===== src/rtl/instruction_fetch.sv =====
// ---------------------------------------------------------------------------
// instruction_fetch
//
// Single-stage instruction fetch with an IF/ID pipeline register. A
// registered PC drives the instruction memory address. The combinational
// read data is captured into IF/ID on the next rising edge, so fetch latency
// is one cycle. The PC wraps to 0 after the last legal word (PC_LIMIT-4).
//
// Handshake: stall is a ready-low backpressure signal from downstream. While
// it is high, nothing moves: the PC and IF/ID hold and the stalled cycle is
// counted. branch_taken is a single-cycle redirect request that wins over
// stall. A legal redirect flushes IF/ID (valid=0) and restarts fetch at the
// target. An illegal redirect (misaligned, or outside memory) raises the
// sticky fetch_error and parks the block in HALT until reset.
//
// Ports
//   clk              : clock, rising edge
//   reset            : asynchronous, active-low reset
//   stall            : downstream not ready; hold PC and IF/ID
//   branch_taken     : redirect request
//   branch_target    : redirect byte address (64)
//   Inst_Address     : instruction memory address, equals registered PC (64)
//   Instruction      : combinational memory read data for Inst_Address (32)
//   IFID_PC          : PC of the latched instruction (64)
//   IFID_Instruction : latched instruction (32)
//   IFID_valid       : IF/ID holds a real instruction
//   fetch_error      : sticky illegal-redirect flag
//   fetch_count      : number of valid IF/ID loads, wraps modulo 2^32
//   stall_count      : number of stalled cycles, saturates at 16'hFFFF
//   o_dbg_state      : current FSM state (0 IDLE, 1 RUN, 2 HOLD, 3 HALT)
// ---------------------------------------------------------------------------
module instruction_fetch #(
  parameter logic [63:0] RESET_PC = 64'd0,
  parameter logic [63:0] PC_LIMIT = 64'd16
) (
  input  logic        clk,
  input  logic        reset,
  input  logic        stall,
  input  logic        branch_taken,
  input  logic [63:0] branch_target,
  output logic [63:0] Inst_Address,
  input  logic [31:0] Instruction,
  output logic [63:0] IFID_PC,
  output logic [31:0] IFID_Instruction,
  output logic        IFID_valid,
  output logic        fetch_error,
  output logic [31:0] fetch_count,
  output logic [15:0] stall_count,
  output logic [1:0]  o_dbg_state
);

  typedef enum logic [1:0] {
    IDLE = 2'd0,
    RUN  = 2'd1,
    HOLD = 2'd2,
    HALT = 2'd3
  } state_t;

  state_t      r_state;
  logic [63:0] r_pc;
  logic [63:0] r_ifid_pc;
  logic [31:0] r_ifid_instr;
  logic        r_ifid_valid;
  logic        r_fetch_error;
  logic [31:0] r_fetch_count;
  logic [15:0] r_stall_count;

  logic        w_target_legal;
  logic [63:0] w_pc_next;

  // A target is usable only if word aligned and inside instruction memory.
  assign w_target_legal = (branch_target[1:0] == 2'b00) && (branch_target < PC_LIMIT);

  // Sequential fetch wraps back to address 0 after the last word.
  assign w_pc_next = (r_pc == (PC_LIMIT - 64'd4)) ? 64'd0 : (r_pc + 64'd4);

  always_ff @(posedge clk or negedge reset) begin
    if (!reset) begin
      r_state       <= IDLE;
      r_pc          <= RESET_PC;
      r_ifid_pc     <= 64'd0;
      r_ifid_instr  <= 32'd0;
      r_ifid_valid  <= 1'b0;
      r_fetch_error <= 1'b0;
      r_fetch_count <= 32'd0;
      r_stall_count <= 16'd0;
    end else begin
      case (r_state)
        // One settling cycle after reset; redirects are ignored here.
        IDLE: r_state <= RUN;

        RUN, HOLD: begin
          if (branch_taken) begin
            r_ifid_valid <= 1'b0;
            if (w_target_legal) begin
              r_pc    <= branch_target;
              r_state <= RUN;
            end else begin
              r_fetch_error <= 1'b1;
              r_state       <= HALT;
            end
          end else if (stall) begin
            r_state <= HOLD;
            if (r_stall_count != 16'hFFFF) begin
              r_stall_count <= r_stall_count + 16'd1;
            end
          end else if (r_state == RUN) begin
            r_ifid_pc     <= r_pc;
            r_ifid_instr  <= Instruction;
            r_ifid_valid  <= 1'b1;
            r_fetch_count <= r_fetch_count + 32'd1;
            r_pc          <= w_pc_next;
          end else begin
            // Leaving HOLD spends one edge without loading; the held PC is
            // fetched on the following RUN edge.
            r_state <= RUN;
          end
        end

        // Only reset leaves HALT. IFID_valid was already cleared on entry.
        HALT: r_state <= HALT;

        default: r_state <= IDLE;
      endcase
    end
  end

  assign Inst_Address     = r_pc;
  assign IFID_PC          = r_ifid_pc;
  assign IFID_Instruction = r_ifid_instr;
  assign IFID_valid       = r_ifid_valid;
  assign fetch_error      = r_fetch_error;
  assign fetch_count      = r_fetch_count;
  assign stall_count      = r_stall_count;
  assign o_dbg_state      = r_state;

endmodule

===== config.mk =====
export PLATFORM = sky130hd
export DESIGN_NAME = instruction_fetch
export DESIGN_NICKNAME = d
export VERILOG_FILES = /design/src/rtl/instruction_fetch.sv
export SDC_FILE = /design/constraint.sdc
export NUM_CORES = 1
export LEC_CHECK = 0
export ABC_CLOCK_PERIOD_IN_PS = 2850
export BUFFER_PORTS_ARGS = -buffer_cell sky130_fd_sc_hd__buf_2
export CAP_MARGIN = 20
export CORE_MARGIN = 8
export CORE_UTILIZATION = 40
export DETAILED_ROUTE_END_ITERATION = 7
export PLACE_DENSITY = 0.72
export SETUP_SLACK_MARGIN = 0.15
export SYNTH_ARGS = -nofsm -noshare
export SYNTH_HDL_FRONTEND = slang
export SYNTH_SLANG_ARGS = --single-unit

===== constraint.sdc =====
create_clock -name clk -period 2.85 [get_ports clk]
set_input_delay 0.4275 -clock clk [delete_from_list [all_inputs] [get_ports clk]]
set_output_delay 0.4275 -clock clk [all_outputs]
set_load 0.01 [all_outputs]

Yosys cells after proc, flatten, opt, wreduce, memory -nomap -nowiden
Cells that the tools add are included.
{ "word_totals": {"ff_bits": 212, "out_inout_bits": 212, "word_cells": 46} }
{ "classes": {"add_sub_neg": 3, "order_cmp": 1, "eq_ne": 8, "n_mux": 13, "bitwise": 3, "reduce_logical": 10} }
{ "op_table": {"columns": ["op", "n"], "rows": [
  ["64-bit 2-to-1 mux", 5],
  ["64-bit by 3-bit adder with 64-bit output, second input constant", 1],
  ["64-bit by 4-bit equality test with 1-bit output, second input constant", 1],
  ["64-bit by 5-bit < comparator with 1-bit output, second input constant", 1],
  ["32-bit by 1-bit adder with 32-bit output, second input constant", 1],
  ["16-bit by 1-bit adder with 16-bit output, second input constant", 1],
  ["16-bit != test, second input constant", 1],
  ["4-bit AND reduction", 3],
  ["2-bit 2-to-1 mux", 4],
  ["2-bit case mux with 3 select lines", 1],
  ["3-bit AND reduction", 2],
  ["2-bit equality test, second input constant", 2],
  ["2-bit logical NOT", 2],
  ["2-bit by 1-bit != test with 1-bit output, second input constant", 2],
  ["4-bit != test, second input constant", 1],
  ["1-bit 2-to-1 mux", 3],
  ["1-bit NOT", 3],
  ["2-bit by 1-bit equality test with 1-bit output, second input constant", 1],
  ["2-bit nonzero test", 1],
  ["2-bit OR reduction", 1],
  ["1-bit logical AND", 1]
]} }

Depth between registers and ports, before layout
{ "logic_depth": {"depth_word": 5, "ltp_mapped": 9, "ltp_nobuf": 8} }

Least setup slack after synthesis
Ideal clock, no wire load.
{ "synth_path": {"path_type": "register to register", "startpoint": "reg r_pc[40] (netlist: Inst_Address[40])", "endpoint": "reg r_pc[63] (netlist: Inst_Address[63])", "setup_ns": 0.118, "arrival_ns": 2.201, "required_ns": 2.732, "slack_ns": 0.530, "stages_incl_launch_ff": 8, "n_path_buf": 1, "path_cell_list": "dfrtp_1 -> buf_2 -> nand4_4 -> or4_4 -> nor4_4 -> nand4_1 -> a21o_1 -> a21o_1"} }
{ "synth_via": {"elab_chain_len": 5, "word_cells_on_any_way": 6, "classes_between": "add/sub (1); eq/ne (1); mux (4)"} }
{ "synth_rtl": {"columns": ["element", "line", "source"], "rows": [
  ["start, declared", "60", "logic [63:0] r_pc;"],
  ["start signal, assigned", "96", "r_pc <= branch_target;"],
  ["start signal, assigned", "112", "r_pc <= w_pc_next;"],
  ["64-bit by 3-bit adder with 64-bit output or 64-bit by 4-bit equality test with 1-bit output (tied branches)", "75", "assign w_pc_next = (r_pc == (PC_LIMIT - 64'd4)) ? 64'd0 : (r_pc + 64'd4);"],
  ["64-bit 2-to-1 mux *", "75", null],
  ["64-bit 2-to-1 mux *", "107", "end else if (r_state == RUN) begin"],
  ["64-bit 2-to-1 mux *", "102", "end else if (stall) begin"],
  ["64-bit 2-to-1 mux *", "93", "if (branch_taken) begin"]
]} }
Every way passes the cells marked *; elsewhere a longest branch is shown, timed or not. The select of a mux whose other input is x is not followed.
A chain may end at the register's enable or synchronous reset.

Final worst setup path
{ "layout_path": {"startpoint": "reg r_pc[9] (netlist: Inst_Address[9])", "endpoint": "reg r_pc[41] (netlist: Inst_Address[41])"} }
The elaborated chain is that of the path after synthesis.

==> metrics <==
CTS clk-pin slew, worst paths=around 0.060 ns; largest net degree at the start of global routing=105; Yosys top cell area share=0.5357; TNS Setup=0 ns; Tmin final=approximately 2.6 ns; Pwr Total=0.01153 W; Clock Sinks=212; post-layout worst setup margin=0.2062 ns; CTS tree=yes; # diodes=0; clk_lat worst skew=~0.52 ns; # DRC=0; Mean Syn Cell Area=10.94 um^2; non-filler cells, final=between 1,500 and 2,000; Root Buffer=clkbuf_16; P per Cell Area=874.1 nW/um^2; Routed WL=between 30,000 and 40,000 um; Unique masters post-synth=63; clock skew=between 0.015 and 0.02 ns; Max Buffers Root-to-Sink=3; clock network power share=0.289; CTS Buf Count=24; most common cell after layout, fill and taps aside=buf_2; Vias/cell=5.421; num rows=57; Worst Path Arrival=between 3 and 4 ns; unrepaired setup endpoints after global routing=false; H-tree levels=1; Slew HR=0.5396; die height=~170 um; io pins=between 300 and 400; Buffers on Ports=311; area grow syn2layout=33.18%; antenna violations before repair=0; synthesized flop and latch total=212; Finish-stage setup viols=0; routed wl met3=2672 um; Crit. End Element=flip-flop; core area=24,320 um^2; layout cell share with drive strength beyond 1=0.4252; WL met2=14,840 um; Final HPWL DP=23,130 um; R2R depth=8; Post-CTS Setup Bufs=0; M1 wire length=12,740 um; sequential share of the synthesized area=0.5357; total nets after synthesis=1,012; type of origin of the critical path=flip-flop; async set-reset flop share out of synthesis=1.000; commonest register cell after synthesis=dfrtp_1; yosys warns=0; placed cell count=1,563; Filler Cells Inserted=2,158; vias=about 8,700; drt first pass iters=4; Slew Limit Fails=0; Worst Path Required=3.25 ns; CP Class=reg -> reg; drt wl/cell=roughly 19 um; Sw Share=0.3384; combinational fraction of design power=0.324; DRT iter0 DRCs=about 650; Post-Synthesis Cells=905; most frequent cells in the layout=310 x buf_2, 212 x dfrtp_1, 98 x mux2_2; leading area contributor after synthesis=dfrtp_1; GRT Overall Usage=0.1997; Int Power=0.007627 W; Reg power frac=0.387; Post-synth EDFFs=0; status=finished, final reports clean; maximum VDD drop=around 0.00065 V; ANT nets after route=0; vias in the first global route=8,999; DP Worst Slack=approximately 0.22 ns; RePlAce Congestion=just over 0.9; largest cells by area after synthesis=dfrtp_1 54%, mux2_2 11%, nand4_1 2.8%; first-pass GRT wire length=49,780 um; total congestion overflow=0; final hold violations=0; fmax=~0.38 GHz; P_sw=~0.0039 W; hold-critical path depth=2; slew at the pin with the worst max-slew slack=0.6853 ns; Synth Cell Area=9903 um^2; Die Footprint=30,050 um^2; crit-path max FO=17; leakage=6.471 nW; total of max-cap violations=0; period utilisation layout=0.9276; nets=1,373; uppermost layer routed=met4; starting density of the core=0.4072; min-delay worst type=in -> reg; Die Width=173.3 um
## per-stage QoR
| step | utilization | hold WS, ns | instance area [um^2] |
|---|---|---|---|
| 2_1_floorplan | - | 0.1319 | 9903 |
| 3_3_place_gp | 0.5056 | 0.4576 | 12300 |
| 3_5_place_dp | 0.5056 | 0.4724 | 12300 |
| 4_1_cts | 0.5412 | 0.1196 | 13160 |
| 5_1_grt | 0.5423 | 0.1234 | 13190 |
| 6_report | 0.5423 | 0.1399 | 13190 |
## final timing paths
check / from / end / slack, ns
max: Inst_Address[9]$_DFFE_PN0P_ / Inst_Address[41]$_DFFE_PN0P_ / 0.21
min: Instruction[13] / IFID_Instruction[13]$_DFFE_PN0P_ / 0.14
max reg2reg: Inst_Address[9]$_DFFE_PN0P_ / Inst_Address[41]$_DFFE_PN0P_ / 0.21
min reg2reg: fetch_error$_DFFE_PN0P_ / fetch_error$_DFFE_PN0P_ / 0.49
max in group asynchronous: reset / IFID_Instruction[20]$_DFFE_PN0P_ / 1.54
min in group asynchronous: reset / stall_count[3]$_DFFE_PN0P_ / 0.50
## worst max-delay path: stages (launching register included)
cell     delay, ns
dfrtp_1       0.47
nor4_1        0.60
nand4_1       0.18
nor4_2        0.23
buf_4         0.26
nor2_2        0.12
buf_4         0.24
a21o_1        0.18
a22o_2        0.25
## power groups by stage
stage | Clock, W | Combinational (W) | Sequential, W
floorplan | 0 | 0.00152 | 0.00483
global placement | 0 | 0.00370 | 0.00445
detailed placement | 0 | 0.00376 | 0.00450
CTS | 0.00343 | 0.00378 | 0.00445
global route | 0.00355 | 0.00408 | 0.00459
finish | 0.00333 | 0.00374 | 0.00446
## cell usage after synthesis (8+ instances only)
| library cell | instances |
|---|---|
| dfrtp_1 | 212 |
| o21ai_0 | 32 |
| nor2_1 | 40 |
| nor3_1 | 28 |
| nand3_1 | 37 |
| or2_2 | 8 |
| xor2_1 | 14 |
| mux2i_1 | 8 |
| and3_1 | 10 |
| and2_1 | 8 |
| xnor2_1 | 32 |
| clkbuf_1 | 34 |
| buf_2 | 10 |
| nand4_1 | 45 |
| nand2_1 | 66 |
| and4_1 | 11 |
| inv_1 | 23 |
| a21oi_1 | 55 |
| mux2_2 | 98 |
| nor4_1 | 34 |
## area by class of cell
class / count / area (um^2) / area share
inverters: 23 / 86.33 / 0.006546
multi-input cells: 622 / 4363 / 0.3308
clock inverters: 12 / 185.2 / 0.01404
well taps: 324 / 405.4 / 0.03074
clock buffers: 32 / 671.9 / 0.05094
flip-flops and latches: 212 / 5305 / 0.4022
repair buffers: 383 / 2172 / 0.1647
## flip-flops by register name, indices dropped and copies added, names as in the netlist
signal	flops
IFID_PC	64
Inst_Address	64
IFID_Instruction	32
fetch_count	32
stall_count	16
o_dbg_state	2
IFID_valid	1
fetch_error	1
## kinds of logic after synthesis
| kind of cell | count (synthesis) | synth area share |
|---|---|---|
| AOI/OAI and AO/OA | 150 | 0.09526 |
| and+or+nand+nor | 313 | 0.1716 |
| buffers and inverters | 71 | 0.02843 |
| xor gates and xnor gates | 46 | 0.04068 |
| muxes | 106 | 0.1195 |
| adders and majority gates | 7 | 0.008844 |
| DFF | 212 | 0.5357 |
## repair_timing
item | 4_1_cts | 5_1_grt
hold buffers | 1 | 0
gates resized for setup | 0 | 5
endpoints found under the setup margin | 0 | 24
hold endpoints to repair | 84 | 0
## layer usage
layer	up-vias	GRT usage
met2	383	0.3361
met5	-	0
met1	4243	0.2556
met4	0	0.04060
met3	42	0.05162
li1	4049	-
(Power assumes the default switching activity.)
